### config.mk
export PLATFORM = sky130hd
export DESIGN_NAME = kmeans_iter_controller_flat
export DESIGN_NICKNAME = d
export VERILOG_FILES = /design/src/rtl/kmeans_iter_controller_if.sv /design/src/rtl/kmeans_iter_controller.sv /design/src/flat_wrapper.sv
export SDC_FILE = /design/constraint.sdc
export NUM_CORES = 1
export LEC_CHECK = 0
export CELL_PAD_IN_SITES_DETAIL_PLACEMENT = 1
export CELL_PAD_IN_SITES_GLOBAL_PLACEMENT = 1
export CORE_ASPECT_RATIO = 1.1
export CORE_MARGIN = 3
export CORE_UTILIZATION = 42
export CTS_CLUSTER_SIZE = 16
export DETAILED_ROUTE_END_ITERATION = 7
export PLACE_DENSITY = 0.91
export SYNTH_ARGS = -nofsm -noshare
export SYNTH_HDL_FRONTEND = slang
export SYNTH_SLANG_ARGS = --single-unit
### constraint.sdc
create_clock -name clk -period 4.25 [get_ports clk]
set_input_delay 0.6375 -clock clk [delete_from_list [all_inputs] [get_ports clk]]
set_output_delay 0.6375 -clock clk [all_outputs]
set_load 0.02 [all_outputs]
### src/rtl/kmeans_iter_controller_if.sv
// Handshake and control bundle between the k-means iteration sequencer and
// the regfile/go logic plus the datapath blocks it drives.
interface kmeans_iter_controller_if #(
    parameter int CENT_NUM = 8,
    parameter int ADDR_W   = 9,
    parameter int ITER_W   = 8,
    parameter int REG_W    = 4
);
    // Run request side
    logic              go;
    logic              abort;
    logic [ADDR_W-1:0] first_addr;
    logic [ADDR_W-1:0] last_addr;
    logic [ITER_W-1:0] max_iter;
    // Convergence checker result
    logic              cnvrg_valid;
    logic              has_converged;
    // Regfile controls
    logic [REG_W-1:0]  reg_num;
    logic              reg_write;
    logic              go_mux;
    // Point RAM controls (active low)
    logic [ADDR_W-1:0] ram_addr;
    logic              ram_csn;
    logic              ram_oen;
    logic              ram_wen;
    // Datapath enables
    logic              ram_in_en;
    logic [CENT_NUM-1:0] cent_en;
    logic              acc_en;
    logic              acc_clr_n;
    logic              first_iter;
    logic              divider_en;
    logic              cnvrg_en;
    logic              cnvrg_clr_n;
    // Run status
    logic              busy;
    logic              interrupt;
    logic [ITER_W-1:0] iter_count;
    logic [1:0]        status;

    // Sequencer side
    modport master (
        input  go, abort, first_addr, last_addr, max_iter, cnvrg_valid, has_converged,
        output reg_num, reg_write, go_mux, ram_addr, ram_csn, ram_oen, ram_wen,
               ram_in_en, cent_en, acc_en, acc_clr_n, first_iter, divider_en,
               cnvrg_en, cnvrg_clr_n, busy, interrupt, iter_count, status
    );

    // Environment side (regfile/go logic and datapath)
    modport slave (
        output go, abort, first_addr, last_addr, max_iter, cnvrg_valid, has_converged,
        input  reg_num, reg_write, go_mux, ram_addr, ram_csn, ram_oen, ram_wen,
               ram_in_en, cent_en, acc_en, acc_clr_n, first_iter, divider_en,
               cnvrg_en, cnvrg_clr_n, busy, interrupt, iter_count, status
    );
endinterface

### src/rtl/kmeans_iter_controller.sv
// K-means iteration sequencer: loads centroids, streams the point range
// through the classification pipe, drains it, updates the means, waits for
// the convergence verdict and writes the centroids back. All outputs are
// registered; the next-cycle output values are decoded from the next state.
module kmeans_iter_controller #(
    parameter int CENT_NUM      = 8,
    parameter int LOG2_CENT     = 3,
    parameter int ADDR_W        = 9,
    parameter int PIPE_DEPTH    = 3,
    parameter int ITER_W        = 8,
    parameter int REG_W         = 4,
    parameter int CENT_REG_BASE = 2
) (
    input  logic clk,
    input  logic rst_n,
    kmeans_iter_controller_if.master bus
);
    localparam int PIPE_LOG = (PIPE_DEPTH > 1) ? $clog2(PIPE_DEPTH) : 1;
    localparam int CNT_W    = ((LOG2_CENT > PIPE_LOG) ? LOG2_CENT : PIPE_LOG) + 1;
    localparam int SH_W     = (PIPE_DEPTH > 1) ? PIPE_DEPTH - 1 : 1;
    localparam logic [CNT_W-1:0] CENT_LAST = CNT_W'(CENT_NUM - 1);
    localparam logic [CNT_W-1:0] PIPE_LAST = CNT_W'(PIPE_DEPTH - 1);
    localparam logic [1:0] ST_CONV  = 2'b00;
    localparam logic [1:0] ST_LIMIT = 2'b01;
    localparam logic [1:0] ST_ABORT = 2'b10;
    localparam logic [1:0] ST_RANGE = 2'b11;

    typedef enum logic [2:0] {
        S_IDLE, S_LOAD, S_STREAM, S_DRAIN, S_UPDATE, S_CWAIT, S_WBACK, S_DONE
    } state_t;

    state_t              state_q, state_d;
    logic [CNT_W-1:0]    cnt_q, cnt_d;
    logic [ADDR_W-1:0]   addr_q, addr_d;
    logic [ADDR_W-1:0]   first_q, first_d;
    logic [ADDR_W-1:0]   last_q, last_d;
    logic [ITER_W-1:0]   max_q, max_d;
    logic [ITER_W-1:0]   iter_q, iter_d;
    logic [ITER_W-1:0]   iter_inc;
    logic [1:0]          status_q, status_d;
    logic [SH_W-1:0]     sh_q, sh_d;
    logic [SH_W:0]       sh_ext;
    logic [REG_W-1:0]    reg_num_q, reg_num_d;
    logic                reg_write_q, reg_write_d;
    logic                go_mux_q, go_mux_d;
    logic [ADDR_W-1:0]   ram_addr_q, ram_addr_d;
    logic                ram_csn_q, ram_csn_d;
    logic                ram_oen_q, ram_oen_d;
    logic                ram_in_en_q, ram_in_en_d;
    logic [CENT_NUM-1:0] cent_en_q, cent_en_d;
    logic                acc_en_q, acc_en_d;
    logic                acc_clr_n_q, acc_clr_n_d;
    logic                first_iter_q, first_iter_d;
    logic                divider_en_q, divider_en_d;
    logic                cnvrg_en_q, cnvrg_en_d;
    logic                cnvrg_clr_n_q, cnvrg_clr_n_d;
    logic                busy_q, busy_d;
    logic                interrupt_q, interrupt_d;

    // Saturating iteration increment and the issue-delay line that lines
    // acc_en up with the data leaving the classification pipe
    assign iter_inc = (&iter_q) ? iter_q : iter_q + ITER_W'(1);
    assign sh_ext   = {sh_q, ram_in_en_q};

    // Next state, run bookkeeping and the registered output values
    always_comb begin
        state_d      = state_q;
        cnt_d        = cnt_q;
        addr_d       = addr_q;
        first_d      = first_q;
        last_d       = last_q;
        max_d        = max_q;
        iter_d       = iter_q;
        status_d     = status_q;
        first_iter_d = first_iter_q;
        case (state_q)
            S_IDLE: if (bus.go) begin
                if (bus.first_addr <= bus.last_addr) begin
                    state_d      = S_LOAD;
                    cnt_d        = '0;
                    first_d      = bus.first_addr;
                    last_d       = bus.last_addr;
                    max_d        = bus.max_iter;
                    iter_d       = '0;
                    status_d     = ST_CONV;
                    first_iter_d = 1'b1;
                end else begin
                    state_d  = S_DONE;
                    status_d = ST_RANGE;
                end
            end
            S_LOAD: if (cnt_q == CENT_LAST) begin
                state_d = S_STREAM;
                cnt_d   = '0;
                addr_d  = first_q;
            end else begin
                cnt_d = cnt_q + CNT_W'(1);
            end
            // Compare before incrementing so last_addr = all-ones never wraps
            S_STREAM: if (addr_q == last_q) begin
                state_d = S_DRAIN;
                cnt_d   = '0;
            end else begin
                addr_d = addr_q + ADDR_W'(1);
            end
            S_DRAIN: if (cnt_q == PIPE_LAST) begin
                state_d = S_UPDATE;
                cnt_d   = '0;
            end else begin
                cnt_d = cnt_q + CNT_W'(1);
            end
            S_UPDATE: if (cnt_q == CENT_LAST) begin
                state_d = S_CWAIT;
                cnt_d   = '0;
            end else begin
                cnt_d = cnt_q + CNT_W'(1);
            end
            S_CWAIT: if (bus.cnvrg_valid) begin
                iter_d = iter_inc;
                if (bus.has_converged) begin
                    state_d  = S_WBACK;
                    cnt_d    = '0;
                    status_d = ST_CONV;
                end else if (max_q != '0 && iter_inc == max_q) begin
                    state_d  = S_WBACK;
                    cnt_d    = '0;
                    status_d = ST_LIMIT;
                end else begin
                    state_d = S_STREAM;
                    addr_d  = first_q;
                end
            end
            S_WBACK: if (cnt_q == CENT_LAST) begin
                state_d = S_DONE;
            end else begin
                cnt_d = cnt_q + CNT_W'(1);
            end
            default: state_d = S_IDLE;
        endcase
        // Abort overrides every other transition, including a pending verdict
        if (bus.abort && state_q != S_IDLE && state_q != S_DONE) begin
            state_d  = S_DONE;
            status_d = ST_ABORT;
            iter_d   = iter_q;
        end

        reg_num_d     = '0;
        reg_write_d   = 1'b0;
        go_mux_d      = 1'b0;
        ram_addr_d    = ram_addr_q;
        ram_csn_d     = 1'b1;
        ram_oen_d     = 1'b1;
        ram_in_en_d   = 1'b0;
        cent_en_d     = '0;
        acc_clr_n_d   = 1'b1;
        divider_en_d  = 1'b0;
        cnvrg_en_d    = 1'b0;
        cnvrg_clr_n_d = 1'b1;
        busy_d        = (state_d != S_IDLE);
        interrupt_d   = (state_d == S_DONE);
        acc_en_d      = sh_ext[PIPE_DEPTH-1];
        sh_d          = sh_ext[SH_W-1:0];
        if (state_d == S_DONE || state_d == S_IDLE) begin
            acc_en_d = 1'b0;
            sh_d     = '0;
        end
        case (state_d)
            S_LOAD: begin
                go_mux_d  = 1'b1;
                reg_num_d = REG_W'(CENT_REG_BASE) + REG_W'(cnt_d);
                cent_en_d = CENT_NUM'(1) << cnt_d;
            end
            S_STREAM: begin
                ram_csn_d    = 1'b0;
                ram_oen_d    = 1'b0;
                ram_in_en_d  = 1'b1;
                ram_addr_d   = addr_d;
                acc_clr_n_d  = (state_q == S_STREAM);
                first_iter_d = 1'b0;
            end
            S_UPDATE: begin
                divider_en_d  = 1'b1;
                cnvrg_en_d    = 1'b1;
                cent_en_d     = CENT_NUM'(1) << cnt_d;
                cnvrg_clr_n_d = (state_q == S_UPDATE);
            end
            S_CWAIT: divider_en_d = 1'b1;
            S_WBACK: begin
                reg_write_d = 1'b1;
                reg_num_d   = REG_W'(CENT_REG_BASE) + REG_W'(cnt_d);
            end
            default: ;
        endcase
    end

    // State and output registers with asynchronous active-low reset
    always_ff @(posedge clk or negedge rst_n) begin
        if (!rst_n) begin
            state_q       <= S_IDLE;
            cnt_q         <= '0;
            addr_q        <= '0;
            first_q       <= '0;
            last_q        <= '0;
            max_q         <= '0;
            iter_q        <= '0;
            status_q      <= ST_CONV;
            sh_q          <= '0;
            reg_num_q     <= '0;
            reg_write_q   <= 1'b0;
            go_mux_q      <= 1'b0;
            ram_addr_q    <= '0;
            ram_csn_q     <= 1'b1;
            ram_oen_q     <= 1'b1;
            ram_in_en_q   <= 1'b0;
            cent_en_q     <= '0;
            acc_en_q      <= 1'b0;
            acc_clr_n_q   <= 1'b0;
            first_iter_q  <= 1'b1;
            divider_en_q  <= 1'b0;
            cnvrg_en_q    <= 1'b0;
            cnvrg_clr_n_q <= 1'b0;
            busy_q        <= 1'b0;
            interrupt_q   <= 1'b0;
        end else begin
            state_q       <= state_d;
            cnt_q         <= cnt_d;
            addr_q        <= addr_d;
            first_q       <= first_d;
            last_q        <= last_d;
            max_q         <= max_d;
            iter_q        <= iter_d;
            status_q      <= status_d;
            sh_q          <= sh_d;
            reg_num_q     <= reg_num_d;
            reg_write_q   <= reg_write_d;
            go_mux_q      <= go_mux_d;
            ram_addr_q    <= ram_addr_d;
            ram_csn_q     <= ram_csn_d;
            ram_oen_q     <= ram_oen_d;
            ram_in_en_q   <= ram_in_en_d;
            cent_en_q     <= cent_en_d;
            acc_en_q      <= acc_en_d;
            acc_clr_n_q   <= acc_clr_n_d;
            first_iter_q  <= first_iter_d;
            divider_en_q  <= divider_en_d;
            cnvrg_en_q    <= cnvrg_en_d;
            cnvrg_clr_n_q <= cnvrg_clr_n_d;
            busy_q        <= busy_d;
            interrupt_q   <= interrupt_d;
        end
    end

    assign bus.reg_num     = reg_num_q;
    assign bus.reg_write   = reg_write_q;
    assign bus.go_mux      = go_mux_q;
    assign bus.ram_addr    = ram_addr_q;
    assign bus.ram_csn     = ram_csn_q;
    assign bus.ram_oen     = ram_oen_q;
    assign bus.ram_wen     = 1'b1;
    assign bus.ram_in_en   = ram_in_en_q;
    assign bus.cent_en     = cent_en_q;
    assign bus.acc_en      = acc_en_q;
    assign bus.acc_clr_n   = acc_clr_n_q;
    assign bus.first_iter  = first_iter_q;
    assign bus.divider_en  = divider_en_q;
    assign bus.cnvrg_en    = cnvrg_en_q;
    assign bus.cnvrg_clr_n = cnvrg_clr_n_q;
    assign bus.busy        = busy_q;
    assign bus.interrupt   = interrupt_q;
    assign bus.iter_count  = iter_q;
    assign bus.status      = status_q;
endmodule

### src/flat_wrapper.sv
// flat-port wrapper written by rule: the top's interface ports become plain ports
module kmeans_iter_controller_flat 
#(
    parameter int CENT_NUM      = 8,
    parameter int LOG2_CENT     = 3,
    parameter int ADDR_W        = 9,
    parameter int PIPE_DEPTH    = 3,
    parameter int ITER_W        = 8,
    parameter int REG_W         = 4,
    parameter int CENT_REG_BASE = 2
)
  (clk, rst_n, bus_go, bus_abort, bus_first_addr, bus_last_addr, bus_max_iter, bus_cnvrg_valid, bus_has_converged, bus_reg_num, bus_reg_write, bus_go_mux, bus_ram_addr, bus_ram_csn, bus_ram_oen, bus_ram_wen, bus_ram_in_en, bus_cent_en, bus_acc_en, bus_acc_clr_n, bus_first_iter, bus_divider_en, bus_cnvrg_en, bus_cnvrg_clr_n, bus_busy, bus_interrupt, bus_iter_count, bus_status);
  kmeans_iter_controller_if #(.CENT_NUM(CENT_NUM), .ADDR_W(ADDR_W), .ITER_W(ITER_W), .REG_W(REG_W)) bus_i ();
  input  logic clk;
  input  logic rst_n;
  input wire logic [$bits(bus_i.go)-1:0] bus_go;
  input wire logic [$bits(bus_i.abort)-1:0] bus_abort;
  input wire logic [$bits(bus_i.first_addr)-1:0] bus_first_addr;
  input wire logic [$bits(bus_i.last_addr)-1:0] bus_last_addr;
  input wire logic [$bits(bus_i.max_iter)-1:0] bus_max_iter;
  input wire logic [$bits(bus_i.cnvrg_valid)-1:0] bus_cnvrg_valid;
  input wire logic [$bits(bus_i.has_converged)-1:0] bus_has_converged;
  output wire logic [$bits(bus_i.reg_num)-1:0] bus_reg_num;
  output wire logic [$bits(bus_i.reg_write)-1:0] bus_reg_write;
  output wire logic [$bits(bus_i.go_mux)-1:0] bus_go_mux;
  output wire logic [$bits(bus_i.ram_addr)-1:0] bus_ram_addr;
  output wire logic [$bits(bus_i.ram_csn)-1:0] bus_ram_csn;
  output wire logic [$bits(bus_i.ram_oen)-1:0] bus_ram_oen;
  output wire logic [$bits(bus_i.ram_wen)-1:0] bus_ram_wen;
  output wire logic [$bits(bus_i.ram_in_en)-1:0] bus_ram_in_en;
  output wire logic [$bits(bus_i.cent_en)-1:0] bus_cent_en;
  output wire logic [$bits(bus_i.acc_en)-1:0] bus_acc_en;
  output wire logic [$bits(bus_i.acc_clr_n)-1:0] bus_acc_clr_n;
  output wire logic [$bits(bus_i.first_iter)-1:0] bus_first_iter;
  output wire logic [$bits(bus_i.divider_en)-1:0] bus_divider_en;
  output wire logic [$bits(bus_i.cnvrg_en)-1:0] bus_cnvrg_en;
  output wire logic [$bits(bus_i.cnvrg_clr_n)-1:0] bus_cnvrg_clr_n;
  output wire logic [$bits(bus_i.busy)-1:0] bus_busy;
  output wire logic [$bits(bus_i.interrupt)-1:0] bus_interrupt;
  output wire logic [$bits(bus_i.iter_count)-1:0] bus_iter_count;
  output wire logic [$bits(bus_i.status)-1:0] bus_status;
  assign bus_i.go = bus_go;
  assign bus_i.abort = bus_abort;
  assign bus_i.first_addr = bus_first_addr;
  assign bus_i.last_addr = bus_last_addr;
  assign bus_i.max_iter = bus_max_iter;
  assign bus_i.cnvrg_valid = bus_cnvrg_valid;
  assign bus_i.has_converged = bus_has_converged;
  assign bus_reg_num = bus_i.reg_num;
  assign bus_reg_write = bus_i.reg_write;
  assign bus_go_mux = bus_i.go_mux;
  assign bus_ram_addr = bus_i.ram_addr;
  assign bus_ram_csn = bus_i.ram_csn;
  assign bus_ram_oen = bus_i.ram_oen;
  assign bus_ram_wen = bus_i.ram_wen;
  assign bus_ram_in_en = bus_i.ram_in_en;
  assign bus_cent_en = bus_i.cent_en;
  assign bus_acc_en = bus_i.acc_en;
  assign bus_acc_clr_n = bus_i.acc_clr_n;
  assign bus_first_iter = bus_i.first_iter;
  assign bus_divider_en = bus_i.divider_en;
  assign bus_cnvrg_en = bus_i.cnvrg_en;
  assign bus_cnvrg_clr_n = bus_i.cnvrg_clr_n;
  assign bus_busy = bus_i.busy;
  assign bus_interrupt = bus_i.interrupt;
  assign bus_iter_count = bus_i.iter_count;
  assign bus_status = bus_i.status;
  kmeans_iter_controller #(.CENT_NUM(CENT_NUM), .LOG2_CENT(LOG2_CENT), .ADDR_W(ADDR_W), .PIPE_DEPTH(PIPE_DEPTH), .ITER_W(ITER_W), .REG_W(REG_W), .CENT_REG_BASE(CENT_REG_BASE)) u_core (.clk(clk), .rst_n(rst_n), .bus(bus_i));
endmodule
==> results of run 1 <==
worst min path at each step:
stage | from | end | slack, ps | cells after the start
5_1_grt | rst_n | u_core.bus.cent_en[7] | 430 | 1
4_1_cts | rst_n | u_core.sh_q[0] | 400 | 1
3_3_place_gp | u_core.sh_q[0] | u_core.sh_q[1] | 460 | 1
3_5_place_dp | u_core.sh_q[1] | u_core.bus.acc_en | 460 | 1
2_1_floorplan | rst_n | u_core.addr_q[0] | 340 | 0
6_report | rst_n | u_core.bus.cent_en[7] | 370 | 1
placed cells by master (no fill, tap or decap), types with 3 or more instances in the layout:
cell type,n
sky130_fd_sc_hd__dfrtp_1,85
sky130_fd_sc_hd__clkdlybuf4s50_1,74
sky130_fd_sc_hd__o21ai_0,43
sky130_fd_sc_hd__nor2_1,41
sky130_fd_sc_hd__nand2_1,40
sky130_fd_sc_hd__a21oi_1,22
sky130_fd_sc_hd__inv_1,21
sky130_fd_sc_hd__mux2_2,18
sky130_fd_sc_hd__nor3_1,17
sky130_fd_sc_hd__ha_1,15
sky130_fd_sc_hd__nand3_1,14
sky130_fd_sc_hd__xnor2_1,11
sky130_fd_sc_hd__and3_1,10
sky130_fd_sc_hd__nor2b_1,10
sky130_fd_sc_hd__nand4_1,10
sky130_fd_sc_hd__a31oi_1,10
sky130_fd_sc_hd__xor2_1,9
sky130_fd_sc_hd__clkbuf_16,9
sky130_fd_sc_hd__buf_4,8
sky130_fd_sc_hd__mux2i_1,7
sky130_fd_sc_hd__nand2b_1,6
sky130_fd_sc_hd__o31ai_1,5
sky130_fd_sc_hd__a221o_1,5
sky130_fd_sc_hd__o21a_1,5
sky130_fd_sc_hd__mux2_1,5
sky130_fd_sc_hd__nor4_1,4
sky130_fd_sc_hd__nor3b_1,4
sky130_fd_sc_hd__and2_1,4
sky130_fd_sc_hd__a2bb2oi_1,4
sky130_fd_sc_hd__a211oi_1,4
sky130_fd_sc_hd__inv_6,4
sky130_fd_sc_hd__o211ai_2,3
sky130_fd_sc_hd__a31o_2,3
sky130_fd_sc_hd__a21boi_0,3
sky130_fd_sc_hd__a21o_1,3
sky130_fd_sc_hd__a22oi_1,3
power by group through the flow:
stage / Combinational, uW / Sequential, uW / Clock [uW]
after floorplan: 1260 / 1470 / 0
after global placement: 1800 / 1500 / 0
after detailed placement: 1910 / 1530 / 0
after CTS: 1930 / 1520 / 793
after global routing: 2110 / 1560 / 833
final: 1930 / 1520 / 777
cell usage after synthesis, types with 3 or more instances:
| master | count |
|---|---|
| sky130_fd_sc_hd__nand3_1 | 14 |
| sky130_fd_sc_hd__nor4_1 | 4 |
| sky130_fd_sc_hd__buf_2 | 3 |
| sky130_fd_sc_hd__inv_1 | 21 |
| sky130_fd_sc_hd__a21o_1 | 3 |
| sky130_fd_sc_hd__ha_1 | 15 |
| sky130_fd_sc_hd__nor3_1 | 17 |
| sky130_fd_sc_hd__o211ai_2 | 3 |
| sky130_fd_sc_hd__nand2b_1 | 6 |
| sky130_fd_sc_hd__nor2b_1 | 10 |
| sky130_fd_sc_hd__o21ai_0 | 43 |
| sky130_fd_sc_hd__nor2_1 | 41 |
| sky130_fd_sc_hd__buf_4 | 5 |
| sky130_fd_sc_hd__a21boi_0 | 3 |
| sky130_fd_sc_hd__nand2_1 | 40 |
| sky130_fd_sc_hd__mux2_1 | 5 |
| sky130_fd_sc_hd__a31o_2 | 3 |
| sky130_fd_sc_hd__nand4_1 | 10 |
| sky130_fd_sc_hd__clkbuf_1 | 18 |
| sky130_fd_sc_hd__o21a_1 | 5 |
| sky130_fd_sc_hd__and3_1 | 10 |
| sky130_fd_sc_hd__dfrtp_1 | 85 |
| sky130_fd_sc_hd__xor2_1 | 9 |
| sky130_fd_sc_hd__mux2_2 | 18 |
| sky130_fd_sc_hd__nor3b_1 | 4 |
| sky130_fd_sc_hd__a211oi_1 | 4 |
| sky130_fd_sc_hd__a221o_1 | 5 |
| sky130_fd_sc_hd__a31oi_1 | 10 |
| sky130_fd_sc_hd__mux2i_1 | 7 |
| sky130_fd_sc_hd__a21oi_1 | 22 |
| sky130_fd_sc_hd__and2_1 | 4 |
| sky130_fd_sc_hd__xnor2_1 | 11 |
| sky130_fd_sc_hd__a2bb2oi_1 | 4 |
| sky130_fd_sc_hd__o31ai_1 | 5 |
| sky130_fd_sc_hd__a22oi_1 | 3 |
through the flow:
stage / power, uW / util / hold WS [ps] / instances / worst slack [ps]
finish: 4230 / 0.542 / 373 / 728 / 579
global route: 4510 / 0.542 / 428 / 728 / 378
CTS: 4240 / 0.542 / 404 / 728 / 622
detailed placement: 3440 / 0.516 / 461 / 712 / 380
global placement: 3300 / 0.516 / 462 / 712 / 578
floorplan: 2730 / - / 342 / 511 / 984
state kept, by name, summed over array words and instances, names as in the netlist, 2 cells and up:
| signal | flops |
|---|---|
| u_core.addr_q | 9 |
| u_core.bus.reg_num | 4 |
| u_core.bus.status | 2 |
| u_core.bus.cent_en | 8 |
| u_core.state_q | 3 |
| u_core.first_q | 9 |
| u_core.last_q | 9 |
| u_core.sh_q | 2 |
| u_core.bus.ram_addr | 9 |
| u_core.bus.iter_count | 8 |
| u_core.cnt_q | 4 |
| u_core.max_q | 8 |
cell families (layout without fill, tap and decap cells):
group	after synthesis	count (layout)
flip-flops	87	87
other	1	1
multiplexers	30	30
XOR/XNOR	20	20
AO/OA/AOI/OAI	130	130
adder cells (fa/ha/maj)	15	15
AND/OR/NAND/NOR	178	178
buffers and inverters	50	120
layer usage:
layer	vias up	part of all wire	track usage
met3	32	0.038	0.0355
met2	123	0.52	0.397
met5	-	0	0
met1	2132	0.42	0.279
li1	1982	-	-
met4	0	0.026	0.0928
area by class of cell:
| class | count | share of cell area |
|---|---|---|
| Clock buffer | 9 | 0.0371 |
| Clock inverter | 7 | 0.0103 |
| Tap cell | 147 | 0.0303 |
| Sequential cell | 87 | 0.359 |
| Timing Repair Buffer | 82 | 0.132 |
| Inverter | 22 | 0.0136 |
| Multi-Input combinational cell | 374 | 0.418 |
==> metrics.log, run 1 <==
[metrics] result of the run: finished, final reports clean
[metrics] area share of and/or/nand/nor cells after synthesis: 0.193
[metrics] Final Critical Period: 3670 ps
[metrics] PostCTS Resize Cnt: 0
[metrics] classification of the worst setup path: reg2reg
[metrics] number of clock buffers inserted by TritonCTS: 9
[metrics] DRC violation count after routing: 0
[metrics] reg-to-reg critical path startpoint: u_core.bus.iter_count[0]
[metrics] Core ar.: 11,200 sq um
[metrics] later-pin clock latency in the skew report: 350 ps
[metrics] largest incremental delay on the critical path: 700 ps
[metrics] HPWL after detailed placement: 10,800 microns
[metrics] leak pwr: 0.00261 uW
[metrics] via density per instance: 5.86
[metrics] CTS root buffer: sky130_fd_sc_hd__clkbuf_16
[metrics] placed cell areas: 5790 sq um
[metrics] final hold violations: 0
[metrics] synthesized flop and latch total: 87
[metrics] post-synthesis net count: 558
[metrics] CP delay by family, top: simple AND/OR/NAND/NOR gates
[metrics] cell type contributing the most total cell area after synthesis: sky130_fd_sc_hd__dfrtp_1
[metrics] Critical R2R Capture: u_core.bus.ram_addr[2]
[metrics] combinational group share of total power: 0.456
[metrics] number of antenna violations at the first check in global routing: 0
[metrics] All-Layer GR Usage: 0.229
[metrics] max-capacitance violation count: 0
[metrics] combinational family with the most area after synthesis: simple AND/OR/NAND/NOR gates
[metrics] clock-pin slew of the registers on the worst-case setup and hold paths: 70 ps
[metrics] drt first-iter violations: 165
[metrics] worst clock skew: 6.86 ps
[metrics] number of buffer and inverter instances along the worst setup path: 1
[metrics] synthesized netlist cell count: 511
[metrics] Layout Nets: 623
[metrics] iteration count of the initial detailed-routing pass: 4
[metrics] cell area power density: 695 nW/um^2
[metrics] average wire length per cell after detail routing: 19.6 microns
[metrics] arrival time worst endpoint: 3900 ps
[metrics] flop-to-flop setup slack: 580 ps
[metrics] summed negative setup slack over all endpoints: 0 ps
[metrics] CP Data Required Time: 4480 ps
[metrics] most frequently used flop master after synthesis: sky130_fd_sc_hd__dfrtp_1
[metrics] Period Utilization, post-route: 0.864
[metrics] Max Freq: 272 MHz
[metrics] area share of xor/xnor cells in the synthesized design: 0.0355
[metrics] Max Root-Sink Buffers: 2
[metrics] Sw Ratio: 0.433
[metrics] EDFF count, synth: 0
[metrics] I/O Buffers: 75
[metrics] Critical-path top delay cell: sky130_fd_sc_hd__or4_1
[metrics] unrepaired setup endpoints after global routing: no
[metrics] Slew Limit Headroom: 0.470
[metrics] Multi-input gate area: 2540 sq um
[metrics] number of fill cells: 1,267
[metrics] fraction of layout instances using a drive strength above 1: 0.110
[metrics] Final Max Slew Viols: 0
[metrics] mux cell area share after synthesis: 0.0666
[metrics] Std-Cell Rows: 40
[metrics] Yosys Warn Count: 0
[metrics] Switching Power: 1830 uW
[metrics] Total Routed Length: 14,200 microns
[metrics] die height: 120 microns
[metrics] pin count of the biggest net entering global routing: 62
[metrics] Area contributors post-synth: sky130_fd_sc_hd__dfrtp_1 (43%), sky130_fd_sc_hd__o21ai_0 (4.4%), sky130_fd_sc_hd__mux2_2 (4.1%)
[metrics] antenna-violating nets left: 0
[metrics] post-synth design cell area: 4940 sq um
[metrics] Congestion Overflow GR: 0
[metrics] Mapped Avg Cell Area: 9.67 sq um
[metrics] Post-CTS Setup Repair Bufs: 0
[metrics] initial core utilization: 0.441
[metrics] Setup crit end kind: flop
[metrics] Critical path destination: u_core.bus.ram_addr[2]
[metrics] routability cong.: 0.840
[metrics] design internal power: 2400 uW
[metrics] clock tree from TritonCTS: built
[metrics] cell depth of the worst flop-to-flop path: 9
[metrics] Die W: 109 microns
[metrics] Boundary Pins: 77
[metrics] fraction of the mapped netlist area in compound gates: 0.181
[metrics] top fanout value on the critical path: 11
[metrics] Total Die Area: 13,100 sq um
[metrics] area share of the largest cell type after synthesis: 0.431
[metrics] vias in the first global route: 4,616
[metrics] VDD IR-drop max: 0.000287 V
[metrics] type of the most critical hold path: in2async
[metrics] proportion of synthesized flip-flops having asynchronous set or reset: 1.00
[metrics] via count: 4,269
[metrics] measured slew at the worst slew-check pin: 794 ps
[metrics] startpoint kind of the worst setup timing path: flop
[metrics] share of the yosys chip area belonging to registers: 0.441
[metrics] cts hold-fix bufs: 0
[metrics] diodes inserted: 0
[metrics] Design Area, Final: 6080 sq um
[metrics] sequential cell area: 2180 sq um
[metrics] Flop pwr share: 0.360
[metrics] distinct cell type count of the synthesized netlist: 66
[metrics] Clock Sinks: 87
[metrics] Cell Chain, Critical Path: ha_1, nand3_4, o211ai_2, xnor2_1, or4_4, or4_1, nand4_4, inv_2, mux2_1
[metrics] wire length of the first global-routing pass: 23,500 microns
[metrics] setup violation total in the final timing report: 0
[metrics] maximum level of the CTS H-tree: 3
[metrics] count of cell instances traversed by the critical path: 9
[metrics] Critical Path Source: u_core.bus.iter_count[0]
[metrics] synthesized-area fraction occupied by adder cells: 0.0380
[metrics] clock share of power: 0.184
[metrics] area overhead of the layout relative to synthesis: 23.0%
(Power assumes the default switching activity.)
==> run 2: changes to the inputs <==
--- a/config.mk
+++ b/config.mk
@@ -5,6 +5,7 @@
 export SDC_FILE = /design/constraint.sdc
 export NUM_CORES = 1
 export LEC_CHECK = 0
+export CAP_MARGIN = 15
 export CELL_PAD_IN_SITES_DETAIL_PLACEMENT = 1
 export CELL_PAD_IN_SITES_GLOBAL_PLACEMENT = 1
 export CORE_ASPECT_RATIO = 1.1
==> results of run 2 <==
The final DEF is identical to that of run 1; final timing and power are the same.
==> run 3: changes to the inputs <==
--- a/config.mk
+++ b/config.mk
@@ -5,15 +5,12 @@
 export SDC_FILE = /design/constraint.sdc
 export NUM_CORES = 1
 export LEC_CHECK = 0
-export CAP_MARGIN = 15
-export CELL_PAD_IN_SITES_DETAIL_PLACEMENT = 1
-export CELL_PAD_IN_SITES_GLOBAL_PLACEMENT = 1
 export CORE_ASPECT_RATIO = 1.1
 export CORE_MARGIN = 3
-export CORE_UTILIZATION = 42
+export CORE_UTILIZATION = 49
 export CTS_CLUSTER_SIZE = 16
 export DETAILED_ROUTE_END_ITERATION = 7
-export PLACE_DENSITY = 0.91
+export PLACE_DENSITY = 0.84
 export SYNTH_ARGS = -nofsm -noshare
 export SYNTH_HDL_FRONTEND = slang
 export SYNTH_SLANG_ARGS = --single-unit
==> run 3 against run 2 <==
Net effect:
- sequential power about the same
- final cell count decreased by 4.4%
- clock-buffer cell count increased by 1
- die area decreased by 14%
- clock skew increased by 7.9 ps
- sequential cell count unchanged
- clock power decreased by 15%
- setup slack improved by 82 ps
- via count decreased by 2.7%
- global-route usage decreased by 1.3 points
- first-iteration DRC count increased by 74%
- critical path type unchanged
- largest power group unchanged
- highest routed layer unchanged
==> metrics.log, run 3 (same netlist as run 1, synthesis figures left out) <==
[metrics] HPWL after detailed placement: 8580 microns
[metrics] result of the run: finished, final reports clean
[metrics] All-Layer GR Usage: 0.215
[metrics] Std-Cell Rows: 37
[metrics] cts hold-fix bufs: 0
[metrics] Congestion Overflow GR: 0
[metrics] die height: 111 microns
[metrics] I/O Buffers: 75
[metrics] wire length of the first global-routing pass: 19,800 microns
[metrics] startpoint kind of the worst setup timing path: flop
[metrics] PostCTS Resize Cnt: 0
[metrics] Final Critical Period: 3590 ps
[metrics] max-capacitance violation count: 0
[metrics] type of the most critical hold path: in2async
[metrics] combinational group share of total power: 0.464
[metrics] Core ar.: 9580 sq um
[metrics] vias in the first global route: 4,052
[metrics] Layout Nets: 621
[metrics] final hold violations: 0
[metrics] number of clock buffers inserted by TritonCTS: 9
[metrics] Max Root-Sink Buffers: 2
[metrics] Period Utilization, post-route: 0.845
[metrics] routability cong.: 0.936
[metrics] cell depth of the worst flop-to-flop path: 9
[metrics] flop-to-flop setup slack: 660 ps
[metrics] leak pwr: 0.00257 uW
[metrics] clock tree from TritonCTS: built
[metrics] via density per instance: 5.97
[metrics] Critical R2R Capture: u_core.bus.ram_addr[2]
[metrics] Core Util, Final: 0.623
[metrics] commonest cells after routing, fill and taps aside: sky130_fd_sc_hd__dfrtp_1 (85), sky130_fd_sc_hd__clkdlybuf4s50_1 (74), sky130_fd_sc_hd__o21ai_0 (43), sky130_fd_sc_hd__nor2_1 (41), sky130_fd_sc_hd__nand2_1 (40)
[metrics] classification of the worst setup path: reg2reg
[metrics] diodes inserted: 0
[metrics] CP Data Required Time: 4490 ps
[metrics] number of antenna violations at the first check in global routing: 0
[metrics] Max Freq: 279 MHz
[metrics] arrival time worst endpoint: 3830 ps
[metrics] reg-to-reg critical path startpoint: u_core.bus.iter_count[0]
[metrics] iteration count of the initial detailed-routing pass: 5
[metrics] Final Max Slew Viols: 0
[metrics] summed negative setup slack over all endpoints: 0 ps
[metrics] DRC violation count after routing: 0
[metrics] top fanout value on the critical path: 11
[metrics] Sw Ratio: 0.419
[metrics] Post-CTS Setup Repair Bufs: 0
[metrics] initial core utilization: 0.515
[metrics] CTS root buffer: sky130_fd_sc_hd__clkbuf_8
[metrics] Clock Sinks: 87
[metrics] most common cell after layout, fill and taps aside: sky130_fd_sc_hd__dfrtp_1
[metrics] maximum level of the CTS H-tree: 3
[metrics] antenna-violating nets left: 0
[metrics] Switching Power: 1680 uW
[metrics] Die W: 102 microns
[metrics] fraction of layout instances using a drive strength above 1: 0.107
[metrics] Setup crit end kind: flop
[metrics] total power after layout: 4020 uW
[metrics] via count: 4,155
[metrics] Flop pwr share: 0.372
[metrics] pin count of the biggest net entering global routing: 88
[metrics] cell area power density: 673 nW/um^2
[metrics] worst clock skew: 14.8 ps
[metrics] Total Die Area: 11,300 sq um
[metrics] area overhead of the layout relative to synthesis: 20.8%
[metrics] unrepaired setup endpoints after global routing: no
[metrics] drt first-iter violations: 287
[metrics] VDD IR-drop max: 0.000311 V
[metrics] average wire length per cell after detail routing: 16.8 microns
[metrics] design internal power: 2340 uW
[metrics] setup violation total in the final timing report: 0
[metrics] clock share of power: 0.164
[metrics] Boundary Pins: 77
[metrics] Total Routed Length: 11,700 microns
[metrics] measured slew at the worst slew-check pin: 1070 ps
[metrics] later-pin clock latency in the skew report: 370 ps
[metrics] clock-pin slew of the registers on the worst-case setup and hold paths: 100 ps
[metrics] Slew Limit Headroom: 0.288
==> run 3: changes by cell type in the layout (fill, tap and decap cells not counted), moves of 3 or more <==
cell,change
sky130_fd_sc_hd__inv_6,-4
sky130_fd_sc_hd__clkbuf_16,-9
sky130_fd_sc_hd__clkinv_4,+3
sky130_fd_sc_hd__clkbuf_8,+10
==> run 3: layout make-up <==
| type | instances | area (sq um) |
|---|---|---|
| clock buffer | 10 | 138 |
| clock inverter | 6 | 93.8 |
| timing repair buffer | 80 | 786 |
| fill | 797 | 3610 |
| tap | 117 | 146 |
| sequential | 87 | 2180 |
| inverter | 22 | 82.6 |
| multi-input combinational | 374 | 2540 |
==> run 3: through the flow <==
step / hold WS [ps] / worst slack (ps) / instance area [sq um] / instances
floorplan: 342 / 984 / 4940 / 511
global placement: 454 / 608 / 5740 / 680
detailed placement: 460 / 558 / 5740 / 680
CTS: 481 / 699 / 5970 / 696
global route: 496 / 446 / 5970 / 696
finish: 460 / 661 / 5970 / 696
==> run 3: worst max path at each step <==
stage / depth (start not counted) / slack (ps) / to / start
floorplan: 12 / 980 / u_core.bus.ram_addr[1] / u_core.bus.iter_count[0]
global placement: 14 / 610 / u_core.bus.reg_num[3] / bus_last_addr[7]
detailed placement: 12 / 560 / u_core.bus.ram_addr[5] / bus_last_addr[7]
CTS: 9 / 700 / u_core.bus.ram_addr[5] / u_core.bus.iter_count[0]
global route: 9 / 450 / u_core.bus.ram_addr[8] / u_core.bus.iter_count[0]
finish: 9 / 660 / u_core.bus.ram_addr[2] / u_core.bus.iter_count[0]
==> run 3: power groups by stage <==
stage / registers (uW) / clock network [uW] / logic (uW)
2_1_floorplan: 1470 / 0 / 1260
3_3_place_gp: 1480 / 0 / 1790
3_5_place_dp: 1500 / 0 / 1850
4_1_cts: 1490 / 668 / 1870
5_1_grt: 1540 / 707 / 2050
6_report: 1490 / 658 / 1870
==> run 3: per-layer routing <==
metal	global-route usage	up-vias	routed length (microns)
li1	-	1980	-
met1	0.287	1974	4910
met2	0.349	173	5710
met3	0.0390	28	744
met4	0.0789	0	289
met5	0	-	0
==> run 3: critical path, cell delays in order (launching register included) <==
cell	delay (ps)
sky130_fd_sc_hd__dfrtp_1	490
sky130_fd_sc_hd__ha_1	450
sky130_fd_sc_hd__nand3_4	190
sky130_fd_sc_hd__o21ai_0	220
sky130_fd_sc_hd__o31ai_1	100
sky130_fd_sc_hd__or4_4	550
sky130_fd_sc_hd__or4_1	740
sky130_fd_sc_hd__nand4_4	270
sky130_fd_sc_hd__inv_2	120
sky130_fd_sc_hd__mux2_1	320
